`src/rtl/game_flow_ctrl.sv`:
```
// game_flow_ctrl: debounced start/pause, game FSM, lives/wave tracking and screen timers
module game_flow_ctrl #(
  parameter int DEBOUNCE_CYCLES     = 250000,
  parameter int INTERLUDE_CYCLES    = 33000000,
  parameter int OVER_MIN_CYCLES     = 16500000,
  parameter int OVER_TIMEOUT_CYCLES = 330000000,
  parameter int LIVES_INIT          = 3,
  parameter int MAX_WAVE            = 15
) (
  input  logic       clk,
  input  logic       rst_n,
  input  logic [4:0] buttons,
  input  logic [2:0] game_status,
  output logic [2:0] game_state,
  output logic       interlude,
  output logic       new_game,
  output logic       new_wave,
  output logic [1:0] lives,
  output logic [3:0] wave
);
  localparam int T_TOP = (OVER_TIMEOUT_CYCLES > INTERLUDE_CYCLES) ? OVER_TIMEOUT_CYCLES : INTERLUDE_CYCLES;
  localparam int TW = $clog2(T_TOP + 1);
  localparam int DW = $clog2(DEBOUNCE_CYCLES + 1);
  localparam logic [TW-1:0] T_SAT  = TW'(T_TOP);
  localparam logic [TW-1:0] T_INT  = TW'(INTERLUDE_CYCLES - 1);
  localparam logic [TW-1:0] T_MIN  = TW'(OVER_MIN_CYCLES);
  localparam logic [TW-1:0] T_OUT  = TW'(OVER_TIMEOUT_CYCLES - 1);
  localparam logic [DW-1:0] D_LAST = DW'(DEBOUNCE_CYCLES - 1);
  typedef enum logic [2:0] {S_IDLE, S_PLAY, S_PAUSE, S_INTER, S_OVER} state_t;
  state_t              state_q, state_d;
  logic [TW-1:0]       timer_q, timer_d;
  logic [1:0]          stab_q, stab_d, raw, press;
  logic [1:0][DW-1:0]  cnt_q, cnt_d;
  logic [2:0]          game_state_q, game_state_d;
  logic                interlude_q, interlude_d, new_game_q, new_game_d, new_wave_q, new_wave_d;
  logic                pend_q, pend_d;
  logic [1:0]          lives_q, lives_d;
  logic [3:0]          wave_q, wave_d;
  logic                start_p, pause_p, unused_ok;
  assign raw = {buttons[3], buttons[1]};
  assign unused_ok = ^{buttons[4], buttons[2], buttons[0]};
  assign start_p = press[0];
  assign pause_p = press[1];
  // debounce: the stable level flips after DEBOUNCE_CYCLES disagreeing samples; a rising flip is a press
  always_comb begin
    stab_d = stab_q;
    press = '0;
    for (int i = 0; i < 2; i++) begin
      cnt_d[i] = (raw[i] == stab_q[i]) ? '0 : cnt_q[i] + 1'b1;
      if (raw[i] != stab_q[i] && cnt_q[i] == D_LAST) begin
        stab_d[i] = raw[i];
        cnt_d[i] = '0;
        press[i] = raw[i];
      end
    end
  end
  // game FSM next state, counters and registered output values
  always_comb begin
    state_d = state_q;
    lives_d = lives_q;
    wave_d = wave_q;
    pend_d = pend_q;
    new_game_d = 1'b0;
    new_wave_d = 1'b0;
    timer_d = (state_q == S_INTER || state_q == S_OVER) ? ((timer_q == T_SAT) ? timer_q : timer_q + 1'b1) : '0;
    case (state_q)
      S_IDLE: if (start_p) begin
        state_d = S_PLAY;
        new_game_d = 1'b1;
        lives_d = 2'(LIVES_INIT);
        wave_d = 4'd1;
        pend_d = 1'b0;
      end
      S_PLAY: begin
        if (game_status[2]) begin
          state_d = S_OVER;
          lives_d = '0;
        end else if (game_status[0]) begin
          state_d = (lives_q <= 2'd1) ? S_OVER : S_INTER;
          lives_d = (lives_q <= 2'd1) ? 2'd0 : lives_q - 2'd1;
        end else if (game_status[1]) begin
          state_d = S_INTER;
          pend_d = 1'b1;
        end else if (pause_p) begin
          state_d = S_PAUSE;
        end
      end
      S_PAUSE: if (start_p || pause_p) state_d = S_PLAY;
      S_INTER: if (timer_q == T_INT) begin
        state_d = S_PLAY;
        if (pend_q) begin
          wave_d = (wave_q >= 4'(MAX_WAVE)) ? 4'(MAX_WAVE) : wave_q + 4'd1;
          new_wave_d = 1'b1;
          pend_d = 1'b0;
        end
      end
      S_OVER: begin
        if (start_p && timer_q >= T_MIN) begin
          state_d = S_PLAY;
          new_game_d = 1'b1;
          lives_d = 2'(LIVES_INIT);
          wave_d = 4'd1;
          pend_d = 1'b0;
        end else if (timer_q == T_OUT) begin
          state_d = S_IDLE;
        end
      end
      default: state_d = S_IDLE;
    endcase
    if (state_d != state_q) timer_d = '0;
    game_state_d = (state_d == S_IDLE) ? 3'b000 : (state_d == S_PLAY) ? 3'b001 : (state_d == S_OVER) ? 3'b011 : 3'b010;
    interlude_d = (state_d == S_INTER);
  end
  // all state and outputs registered together; synchronous active-low reset
  always_ff @(posedge clk) begin
    if (!rst_n) begin
      state_q <= S_IDLE;
      timer_q <= '0;
      stab_q <= '0;
      cnt_q <= '0;
      game_state_q <= 3'b000;
      interlude_q <= 1'b0;
      new_game_q <= 1'b0;
      new_wave_q <= 1'b0;
      pend_q <= 1'b0;
      lives_q <= '0;
      wave_q <= '0;
    end else begin
      state_q <= state_d;
      timer_q <= timer_d;
      stab_q <= stab_d;
      cnt_q <= cnt_d;
      game_state_q <= game_state_d;
      interlude_q <= interlude_d;
      new_game_q <= new_game_d;
      new_wave_q <= new_wave_d;
      pend_q <= pend_d;
      lives_q <= lives_d;
      wave_q <= wave_d;
    end
  end
  assign game_state = game_state_q;
  assign interlude = interlude_q;
  assign new_game = new_game_q;
  assign new_wave = new_wave_q;
  assign lives = lives_q;
  assign wave = wave_q;
endmodule

```
`config.mk`:
```
export PLATFORM = sky130hd
export DESIGN_NAME = game_flow_ctrl
export DESIGN_NICKNAME = d
export VERILOG_FILES = /design/src/rtl/game_flow_ctrl.sv
export SDC_FILE = /design/constraint.sdc
export NUM_CORES = 1
export LEC_CHECK = 0
export ABC_AREA = 0
export CAP_MARGIN = 20
export CORE_MARGIN = 1
export CORE_UTILIZATION = 59
export CTS_BUF_LIST = sky130_fd_sc_hd__clkbuf_16
export DETAILED_ROUTE_END_ITERATION = 8
export PLACE_DENSITY_LB_ADDON = 0.1
export REMOVE_ABC_BUFFERS = 1
export SYNTH_ARGS = -nofsm -noshare
export SYNTH_HDL_FRONTEND = slang
export SYNTH_SLANG_ARGS = --single-unit
```
`constraint.sdc`:
```
create_clock -name clk -period 3.15 [get_ports clk]
set_input_delay 0.7875 -clock clk [delete_from_list [all_inputs] [get_ports clk]]
set_output_delay 0.7875 -clock clk [all_outputs]
set_load 0.02 [all_outputs]
```
==> out/summary.json <==
{
  "critical_path": {
    "r2r_cells": 7,
    "rr_startpoint": "timer_q[6]",
    "timing.critical_path.from_type": "flip-flop",
    "cpPeakStageDelay_ns": 0.52,
    "path_common_cell": "or4_1",
    "critPathCaptureType": "flip-flop",
    "worstPathArrival_ns": 2.78,
    "endpoint_of_the_worst_slack_reg_to_reg_timing_path": "timer_q[7]",
    "critical_path_required_ns": 3.35,
    "cpMaxStageDelayCell": "or4_1",
    "reg2reg_setup_slack_ns": 0.58,
    "path_max_fanout": 29,
    "timing_worst_setup_path_type": "flip-flop to flip-flop",
    "worstPathCellList": "or4_1 > or4_1 > o31a_1 > o21ai_1 > a21o_1 > buf_4 > nor2_1"
  },
  "min_path": {
    "min-delay-start": "cnt_q[0]",
    "timing.hold.worst.class": "flip-flop to flip-flop",
    "worst_hold_path.num_cells": 1,
    "worst_hold_path.endpoint": "cnt_q[0]"
  },
  "power": {
    "vdd_ir_drop_max_mv": 0.288,
    "total_leakage_power_nw": 1.45,
    "power.density_cell_area_nw_per_um2": 444,
    "total_power_mw": 1.98
  },
  "timing": {
    "post-route-min-period_ns": 2.57,
    "timing.slew.headroom": 0.426,
    "timing.fmax_mhz": 389,
    "clock_skew_ns": 0.00514,
    "hold_violations": 0,
    "unrepaired_setup_endpoints_after_global_routing": "false",
    "timing.final.max_slew_violations": 0,
    "max_slew.worst_pin.slew_ns": 0.854,
    "ratio_of_final_minimum_period_to_clock_period": 0.817,
    "setup_tns_ns": 0,
    "setup_viol": 0
  },
  "floorplan": {
    "num_io_pins": 22,
    "floorplan.die_area_um2": 7030,
    "effective_utilization_at_floorplan": 0.616,
    "rows": 29,
    "die_y_um": 83.9,
    "placeableCoreArea_um2": 6420,
    "die_width_um": 83.9
  },
  "yosys": {
    "ys_seq_area_frac": 0.415,
    "synth.avg_cell_area_um2": 8.38,
    "synth.largest_area_cell": "dfxtp_1",
    "synth_area_leaders": "dfxtp_1 42%, nor2_1 8.4%, xor2_1 6.9%, xnor2_1 5.3%, nand2_1 3.7%",
    "synthesis.yosys.warnings": 0,
    "synth_top_flop_cell": "dfxtp_1",
    "mappedNetlistArea_um2": 3950,
    "number_of_synthesized_flops_with_an_enable_pin": 0,
    "yosys.area.top_type_share": 0.415,
    "async_flop_share": 0,
    "number_of_storage_elements_in_the_synthesis_netlist": 82,
    "synth_cells": 472,
    "synth_common_cells": "89 x nor2_1, 82 x dfxtp_1, 39 x nand2_1",
    "synth_most_common_cell": "nor2_1",
    "post_synth_num_cell_types": 54
  },
  "drt": {
    "ant_nets": 0,
    "route.vias.total": 3313,
    "routedWlPerCell_um": 13.4,
    "vias_per_cell": 5.76,
    "drt-initial-drc-count": 159,
    "drc": 0,
    "firstDrtPassIters": 5,
    "routed_wirelength_um": 7710
  },
  "placed_design": {
    "port-buffer-count": 17,
    "routabilityCongestion": 0.882,
    "dpl.hpwl_um": 5520
  },
  "flow_run": {
    "maxCapViolations": 0
  },
  "clock_tree": {
    "sink_count": 82,
    "cts-resized-gates": 0,
    "h_tree_depth_reported_by_cts": 3,
    "clk_pin_slew_ns": 0.06,
    "tritoncts_clock_tree": "done",
    "ctsLongestPathBuffers": 2,
    "clkLatencyLatePin_ns": 0.33,
    "cts_root_buf": "clkbuf_16",
    "cts-buffers-inserted": 9,
    "postCtsSetupBuffers": 0,
    "holdBufCountCts": 0
  },
  "global_routing": {
    "initial_antenna_violation_count": 0,
    "grtUsageTotal": 0.232,
    "grt_pass1_vias": 3035,
    "first_pass_grt_wire_length_um": 13100,
    "globalRoute.totalOverflow": 0,
    "grt_start_max_net_pins": 30
  },
  "cells_and_area": {
    "finalNetCount": 508,
    "layout-area-overhead-vs-synth_pct": 12.8,
    "drive_above_1_share": 0.0542,
    "num_antenna_cells": 0,
    "filler_cells_inserted": 537
  },
  "outcome": {
    "outcome": "complete, no violations"
  }
}
-- kinds of logic (layout without fill, tap and decap cells) --
family,after synthesis,in the layout,synth area share
AO/OA/AOI/OAI,51,51,0.0861
other,1,1,0.000948
XOR/XNOR,55,55,0.122
adder cells (fa/ha/maj),5,5,0.0158
buffers and inverters,24,50,0.0278
multiplexers,2,2,0.00506
flip-flops,82,82,0.415
AND/OR/NAND/NOR,252,252,0.327
-- worst max path at each step --
stage | cells past startpoint | slack [ns] | endpoint | startpoint
CTS | 7 | 0.57 | timer_q[7] | timer_q[6]
global placement | 7 | 0.38 | wave[3] | buttons[1]
floorplan | 6 | 0.60 | timer_q[0] | timer_q[6]
detailed placement | 7 | 0.37 | wave[2] | buttons[1]
finish | 7 | 0.58 | timer_q[7] | timer_q[6]
global route | 7 | 0.40 | timer_q[15] | timer_q[6]
-- cell usage in the layout, fill, tap and decap left out, types with 7 or more instances in the layout --
master / count
nor3_1: 10
nor2_1: 89
dfxtp_1: 82
and2_1: 7
clkbuf_16: 9
nor4_1: 7
nand3_1: 24
or4_1: 7
inv_1: 12
nand2_1: 39
xnor2_1: 24
xor2_1: 31
a21oi_1: 16
clkdlybuf4s50_1: 17
and3_1: 9
o21ai_0: 12
nand4_1: 16
or3_1: 7
-- layer usage --
metal,vias up,global-route usage,share of wire
li1,1692,-,-
met1,1555,0.293,0.48
met2,53,0.380,0.47
met3,13,0.0584,0.032
met4,0,0.0893,0.018
met5,-,0,0
-- flip-flops by register name, summed over array words and instances, names as in the netlist, 2 cells and up --
register,cells
stab_q,2
lives,2
wave,4
state_q,3
cnt_q,36
game_state,2
timer_q,29
-- through the flow --
step	setup WS, ns	util	cell area [um^2]	cells	hold WS [ns]
finish	0.578	0.694	4460	575	0.449
global route	0.397	0.694	4460	575	0.495
CTS	0.570	0.694	4460	575	0.453
detailed placement	0.369	0.653	4200	559	0.441
global placement	0.383	0.653	4200	559	0.430
floorplan	0.602	-	3880	459	0.418
-- power breakdown --
group | leakage (nW) | switching (mW) | internal (mW)
logic | 0.653 | 0.0200 | 0.0127
clock network | 0.131 | 0.382 | 0.523
registers | 0.661 | 0.00178 | 1.04
total | 1.45 | 0.403 | 1.58
-- final cells by class --
class / instances / area (um^2) / area share
well taps: 77 / 96.3 / 0.0216
clock inverters: 7 / 37.5 / 0.00842
inverters: 11 / 41.3 / 0.00926
clock buffers: 9 / 225 / 0.0505
flip-flops and latches: 82 / 1640 / 0.368
repair buffers: 23 / 215 / 0.0483
multi-input cells: 366 / 2200 / 0.494
-- worst max-delay path: cells and delay by family (launching register included) --
kind	cells	cell delay, ns
and+or+nand+nor	3	1.12
AOI/OAI and AO/OA	3	0.66
DFF	1	0.38
buffers and inverters	1	0.29
No activity file was read; power rests on OpenSTA's default activity.
